**src/rtl/cpu_pkg.sv**
```systemverilog
// Shared CPU constants and the fetch-stage state encoding.
package cpu_pkg;

  localparam int XLEN = 32;
  localparam logic [XLEN-1:0] RESET_PC = 32'h0000_0000;
  localparam logic [XLEN-1:0] PC_STEP  = 32'd4;
  // addi x0, x0, 0
  localparam logic [XLEN-1:0] NOP      = 32'h0000_0013;

  typedef enum logic [1:0] {
    FETCH   = 2'd0,
    DISCARD = 2'd1,
    HOLD    = 2'd2
  } fetch_state_e;

  function automatic logic [XLEN-1:0] next_pc(input logic [XLEN-1:0] pc);
    return pc + PC_STEP;
  endfunction

endpackage

```
**src/rtl/fetch_skid_buffer.sv**
```systemverilog
// One-entry holding register for an instruction that returns while decode is stalled.
module fetch_skid_buffer
  import cpu_pkg::*;
(
  input  logic            clk,
  input  logic            rst_n,
  input  logic            load,
  input  logic            drop,
  input  logic [XLEN-1:0] data_in,
  output logic [XLEN-1:0] data_out,
  output logic            full
);

  logic [XLEN-1:0] data_reg;
  logic            full_reg;

  always_ff @(posedge clk or negedge rst_n) begin
    if (!rst_n) begin
      data_reg <= NOP;
      full_reg <= 1'b0;
    end else if (load) begin
      data_reg <= data_in;
      full_reg <= 1'b1;
    end else if (drop) begin
      full_reg <= 1'b0;
    end
  end

  assign data_out = data_reg;
  assign full     = full_reg;

endmodule

```
**src/rtl/fetch_unit.sv**
```systemverilog
// Instruction fetch stage with IF/ID register, redirect and stale-response discard.
// Define FETCH_SKID_BUF_EN to keep an instruction that returns during a stall.
module fetch_unit
  import cpu_pkg::*;
(
  input  logic            clk,
  input  logic            rst_n,
  input  logic            stall,
  input  logic            flush,
  input  logic            branchTakenFlag,
  input  logic [XLEN-1:0] branchTarget,
  output logic            imem_req,
  output logic [XLEN-1:0] imem_addr,
  input  logic            imem_valid,
  input  logic [XLEN-1:0] imem_rdata,
  output logic [XLEN-1:0] if_id_instr,
  output logic [XLEN-1:0] if_id_pc,
  output logic            if_id_valid
);

  fetch_state_e    state_reg, state_next;
  logic [XLEN-1:0] pc_reg, pc_next;
  logic [XLEN-1:0] instr_reg, instr_next;
  logic [XLEN-1:0] ipc_reg, ipc_next;
  logic            ivalid_reg, ivalid_next;
  logic            started_reg;
  logic            accept;
  logic            outstanding;
  logic            deliver;
  logic [XLEN-1:0] deliver_word;

`ifdef FETCH_SKID_BUF_EN
  logic            skid_load;
  logic            skid_drop;
  logic [XLEN-1:0] skid_data;
  logic            skid_full;

  fetch_skid_buffer u_skid (
    .clk      (clk),
    .rst_n    (rst_n),
    .load     (skid_load),
    .drop     (skid_drop),
    .data_in  (imem_rdata),
    .data_out (skid_data),
    .full     (skid_full)
  );
`endif

  // Requests start only after the first edge out of reset, so nothing issued
  // before reset can be mistaken for a fresh response.
  assign imem_req    = started_reg && (state_reg == FETCH);
  assign imem_addr   = pc_reg;
  assign accept      = imem_req && imem_valid;
  assign outstanding = !imem_valid && (imem_req || (state_reg == DISCARD));

  always_comb begin
    state_next   = state_reg;
    pc_next      = pc_reg;
    instr_next   = instr_reg;
    ipc_next     = ipc_reg;
    ivalid_next  = ivalid_reg;
    deliver      = 1'b0;
    deliver_word = imem_rdata;
`ifdef FETCH_SKID_BUF_EN
    skid_load    = 1'b0;
    skid_drop    = 1'b0;
`endif
    if (branchTakenFlag) begin
      pc_next     = branchTarget;
      ivalid_next = 1'b0;
      state_next  = outstanding ? DISCARD : FETCH;
`ifdef FETCH_SKID_BUF_EN
      skid_drop   = 1'b1;
`endif
    end else begin
      if ((state_reg == DISCARD) && imem_valid) begin
        state_next = FETCH;
      end
      if (flush) begin
        ivalid_next = 1'b0;
      end else if (stall) begin
`ifdef FETCH_SKID_BUF_EN
        if (accept) begin
          skid_load  = 1'b1;
          state_next = HOLD;
        end
`endif
      end else begin
        ivalid_next = 1'b0;
        if (accept) begin
          deliver = 1'b1;
        end
`ifdef FETCH_SKID_BUF_EN
        else if ((state_reg == HOLD) && skid_full) begin
          deliver      = 1'b1;
          deliver_word = skid_data;
          skid_drop    = 1'b1;
          state_next   = FETCH;
        end
`endif
      end
    end
    if (deliver) begin
      instr_next  = deliver_word;
      ipc_next    = pc_reg;
      ivalid_next = 1'b1;
      pc_next     = next_pc(pc_reg);
    end
  end

  always_ff @(posedge clk or negedge rst_n) begin
    if (!rst_n) begin
      state_reg   <= FETCH;
      pc_reg      <= RESET_PC;
      instr_reg   <= NOP;
      ipc_reg     <= '0;
      ivalid_reg  <= 1'b0;
      started_reg <= 1'b0;
    end else begin
      state_reg   <= state_next;
      pc_reg      <= pc_next;
      instr_reg   <= instr_next;
      ipc_reg     <= ipc_next;
      ivalid_reg  <= ivalid_next;
      started_reg <= 1'b1;
    end
  end

  assign if_id_instr = instr_reg;
  assign if_id_pc    = ipc_reg;
  assign if_id_valid = ivalid_reg;

endmodule

```
**config.mk**
```make
export PLATFORM = sky130hd
export DESIGN_NAME = fetch_unit
export DESIGN_NICKNAME = d
export VERILOG_FILES = /design/src/rtl/cpu_pkg.sv /design/src/rtl/fetch_skid_buffer.sv /design/src/rtl/fetch_unit.sv
export SDC_FILE = /design/constraint.sdc
export NUM_CORES = 1
export LEC_CHECK = 0
export CELL_PAD_IN_SITES_DETAIL_PLACEMENT = 0
export CELL_PAD_IN_SITES_GLOBAL_PLACEMENT = 1
export CORE_ASPECT_RATIO = 1.1
export CORE_UTILIZATION = 25
export DETAILED_ROUTE_END_ITERATION = 10
export PLACE_DENSITY_LB_ADDON = 0.05
export SETUP_SLACK_MARGIN = 0.2
export SYNTH_ARGS = -nofsm -noshare
export SYNTH_HDL_FRONTEND = slang
export SYNTH_HIERARCHICAL = 1
export SYNTH_SLANG_ARGS = --single-unit
```
**constraint.sdc**
```tcl
create_clock -name clk -period 2.1 [get_ports clk]
set_input_delay 0.21 -clock clk [delete_from_list [all_inputs] [get_ports clk]]
set_output_delay 0.21 -clock clk [all_outputs]
set_load 0.005 [all_outputs]
```
==> impl_metrics.sql <==
INSERT INTO impl_metrics (metric_group, metric, value, unit) VALUES
('run_status', 'status', 'finished clean', ''),
('synth', 'postSynthAreaPerCell', '12.7', 'um^2'),
('flow_run', 'max-cap-violations', '0', ''),
('setup_path', 'endpoint_kind', 'flop', ''),
('synth', 'synth_cells', '336', ''),
('floorplanning', 'die_y', '139', 'um'),
('setup_path', 'worst_setup_path_start_kind', 'flop', ''),
('clock_network', 'clock_tree.htree_level_count', '3', ''),
('global_routing', 'grt_usage', '13.6', '%'),
('clock_network', 'clkLatencyLatePin', '0.34', 'ns'),
('routing', 'route.antenna.remaining_nets', '0', ''),
('synth', 'synth.distinct_cells', '37', ''),
('setup_path', 'worstPathRequired', '2.37', 'ns'),
('setup_path', 'worst-path-buf-inv', '0', ''),
('clock_network', 'clock_tree.buffer_depth', '2', ''),
('synth', 'synth.net_count', '407', ''),
('timing', 'maxSlewViolCount', '0', ''),
('synth', 'synth_edf_count', '0', ''),
('layout', 'antenna_cells_inserted', '0', ''),
('setup_path', 'crit_chain', 'and4_4 > and4_1 > nand4_4 > or3_1 > a31oi_1', ''),
('timing', 'slew-limit-headroom', '64.0', '%'),
('clock_network', 'cts.root.buffer_cell', 'sky130_fd_sc_hd__clkbuf_16', ''),
('synth', 'mappedNetlistArea', '4260', 'um^2'),
('synth', 'synth.yosys.warnings', '6', ''),
('floorplanning', 'ioPinCount', '168', ''),
('power_and_ir_drop', 'ir_worst_vdd', '0.000438', 'V'),
('setup_path', 'timing.critical_path.slowest_stage_cell', 'sky130_fd_sc_hd__dfrtp_1', ''),
('timing', 'setup_viol', '0', ''),
('timing', 'final_hold_violating_endpoints', '0', ''),
('setup_path', 'cp_data_arrival_time', '2.06', 'ns'),
('power_and_ir_drop', 'power.static_leakage', '2.73', 'nW'),
('synth', 'synth_ff_type', 'sky130_fd_sc_hd__dfrtp_1', ''),
('place', 'io_buffer_count', '167', ''),
('layout', 'final_layout_size_suffix_gt1_share', '21.2', '%'),
('synth', 'async_reset_ff_share', '100', '%'),
('clock_network', 'cts_tree', 'done', ''),
('global_routing', 'initial_antenna_violation_count', '0', ''),
('routing', 'detailed_route_drc_error_count', '0', ''),
('layout', 'num-fill-cells', '1598', ''),
('global_routing', 'global_route_wire_length_before_repair', '18.5', 'mm'),
('clock_network', 'cts_sinks', '99', ''),
('timing', 'worst_slew_pin_slew', '0.541', 'ns'),
('floorplanning', 'chipWidth', '126', 'um'),
('place', 'post-dp-hpwl', '8.32', 'mm'),
('timing', 'worst_hold_slack', '0.360', 'ns'),
('clock_network', 'tritoncts.num_buffers', '9', ''),
('timing', 'period_needed', '1.80', 'ns'),
('timing', 'maximum_frequency_from_static_timing_analysis', '556', 'MHz'),
('timing', 'finalClockSkew', '0.00418', 'ns'),
('timing', 'timing.final.crit_share', '85.6', '%'),
('routing', 'wire_length_per_cell_after_detailed_routing', '15.6', 'um'),
('setup_path', 'critical_path_peak_fanout', '6', ''),
('synth', 'ys_seq_elements', '99', ''),
('floorplanning', 'initial_core_util', '25.8', '%'),
('layout', 'design.final.nets', '586', ''),
('routing', 'routed_wl', '11.3', 'mm'),
('routing', 'via_count', '3194', ''),
('power_and_ir_drop', 'power_density', '865', 'nW/um^2'),
('routing', 'drt_iter0_markers', '105', ''),
('layout', 'fin_util', '40.0', '%'),
('floorplanning', 'placement_rows', '49', ''),
('setup_path', 'crit_path_max_incr_delay', '0.42', 'ns'),
('setup_path', 'cp_top_family', 'simple AND/OR/NAND/NOR gates', ''),
('routing', 'drtPass1Iterations', '4', ''),
('layout', 'area_growth', '55.0', '%'),
('synth', 'ys_seq_area_share', '58.3', '%'),
('floorplanning', 'coreArea', '16500', 'um^2'),
('timing', 'rsz0062_at_grt', 'false', ''),
('floorplanning', 'fp.dieArea', '17600', 'um^2'),
('setup_path', 'worst-setup-path-type', 'flop to flop', ''),
('global_routing', 'maximum_number_of_pins_on_one_net_before_global_route_repair', '40', ''),
('global_routing', 'vias_in_the_first_global_route', '3524', ''),
('global_routing', 'gr-total-overflow', '0', ''),
('routing', 'viasPerCell', '4.41', ''),
('min_path', 'hp-class', 'input port to flop', ''),
('place', 'place.gp.congestion', '0.726', ''),
('clock_network', 'worst_setup_hold_path_clk_slew', '0.07', 'ns');
==> stage by stage <==
step	instances	total power, mW	setup TNS (ns)	area (um^2)	setup slack, ns
after floorplan	336	2.94	0	4260	0.383
after detailed placement	706	3.99	-0.0669	6250	-0.0669
after global routing	724	6.04	0	6600	0.205
after global placement	706	3.97	0	6250	0.0345
final	724	5.71	0	6600	0.303
after CTS	723	5.83	0	6590	0.202
==> what timing repair did <==
item	4_1_cts	5_1_grt
pin swaps	1	1
hold buffers	1	0
resized for setup	0	2
buffers inserted	0	1
setup endpoints to repair	1	3
hold endpoints to repair	32	0
==> kinds of logic after synthesis <==
kind of cell | share of synthesized area [%]
and+or+nand+nor | 11.7
muxes | 18.0
DFF | 58.3
AOI/OAI and AO/OA | 4.38
other | 0.0881
xor gates and xnor gates | 5.14
buffers and inverters | 2.15
adders and majority gates | 0.294
==> worst paths after layout <==
check | start | to | slack [ns] | cells after the start
setup / recovery | imem_addr[15] | imem_addr[28] | 0.30 | 5
hold / removal | branchTakenFlag | imem_addr[23] | 0.36 | 3
setup reg to reg | imem_addr[15] | imem_addr[28] | 0.30 | 5
hold reg to reg | if_id_pc[7] | if_id_pc[7] | 0.50 | 1
max in group asynchronous | rst_n | if_id_instr[16] | 1.08 | 3
min in group asynchronous | rst_n | if_id_instr[13] | 0.39 | 2
==> routing by layer <==
metal	up-vias	track usage, %	share of wire, %
li1	1537	-	-
met1	1549	16.6	44
met2	101	22.8	48
met3	7	4.01	6.1
met4	0	4.95	1.2
met5	-	0	0
==> synthesized netlist by cell type (all sizes together) (2+ instances only) <==
library cell,count,area [um^2]
o21ai,28,140
nor2b,4,25.0
nor2,7,45.1
mux2,67,754
nand4,16,115
clkbuf,6,22.5
nand3,8,40.0
nand2,33,124
dfstp,3,78.8
xnor2,3,26.3
buf,11,61.3
a21oi,2,10.0
inv,2,7.51
and4,4,37.5
xor2,22,193
a31oi,3,18.8
dfrtp,96,2400
and3,4,26.3
or3,3,18.8
and2,3,18.8
==> power breakdown <==
part	leakage, nW	internal [mW]	total (mW)	switching (mW)
sequential	1.21	2.28	2.51	0.227
clock	0.157	1.08	1.79	0.715
combinational	1.36	1.01	1.41	0.400
total	2.73	4.37	5.71	1.34
==> worst min-delay path: stages <==
cell	delay, ns
sky130_fd_sc_hd__buf_2	0.27
sky130_fd_sc_hd__nand2_1	0.11
sky130_fd_sc_hd__o21ai_0	0.06
==> cell usage in the layout, fill, tap and decap left out, types with 3 or more instances in the layout <==
cell / instances
sky130_fd_sc_hd__nor2_1: 5
sky130_fd_sc_hd__nand4_1: 15
sky130_fd_sc_hd__nand3_1: 8
sky130_fd_sc_hd__o21ai_0: 28
sky130_fd_sc_hd__nand2_1: 33
sky130_fd_sc_hd__a31oi_1: 3
sky130_fd_sc_hd__and3_1: 3
sky130_fd_sc_hd__and2_1: 3
sky130_fd_sc_hd__dfrtp_1: 96
sky130_fd_sc_hd__xnor2_1: 3
sky130_fd_sc_hd__xor2_1: 22
sky130_fd_sc_hd__clkdlybuf4s50_1: 165
sky130_fd_sc_hd__or3_1: 3
sky130_fd_sc_hd__buf_4: 14
sky130_fd_sc_hd__nor2b_1: 4
sky130_fd_sc_hd__clkbuf_16: 9
sky130_fd_sc_hd__dfstp_2: 3
sky130_fd_sc_hd__mux2_2: 67
sky130_fd_sc_hd__buf_12: 3
==> cell type report <==
| type | count | area [um^2] | share of cell area, % |
|---|---|---|---|
| clock buffers | 12 | 246 | 3.74 |
| clock inverters | 4 | 73.8 | 1.12 |
| inverters | 2 | 7.51 | 0.114 |
| multi-input cells | 218 | 1690 | 25.6 |
| flip-flops and latches | 99 | 2480 | 37.6 |
| well taps | 204 | 255 | 3.87 |
| repair buffers | 185 | 1840 | 27.9 |
Power figures use the tool's default switching activity.
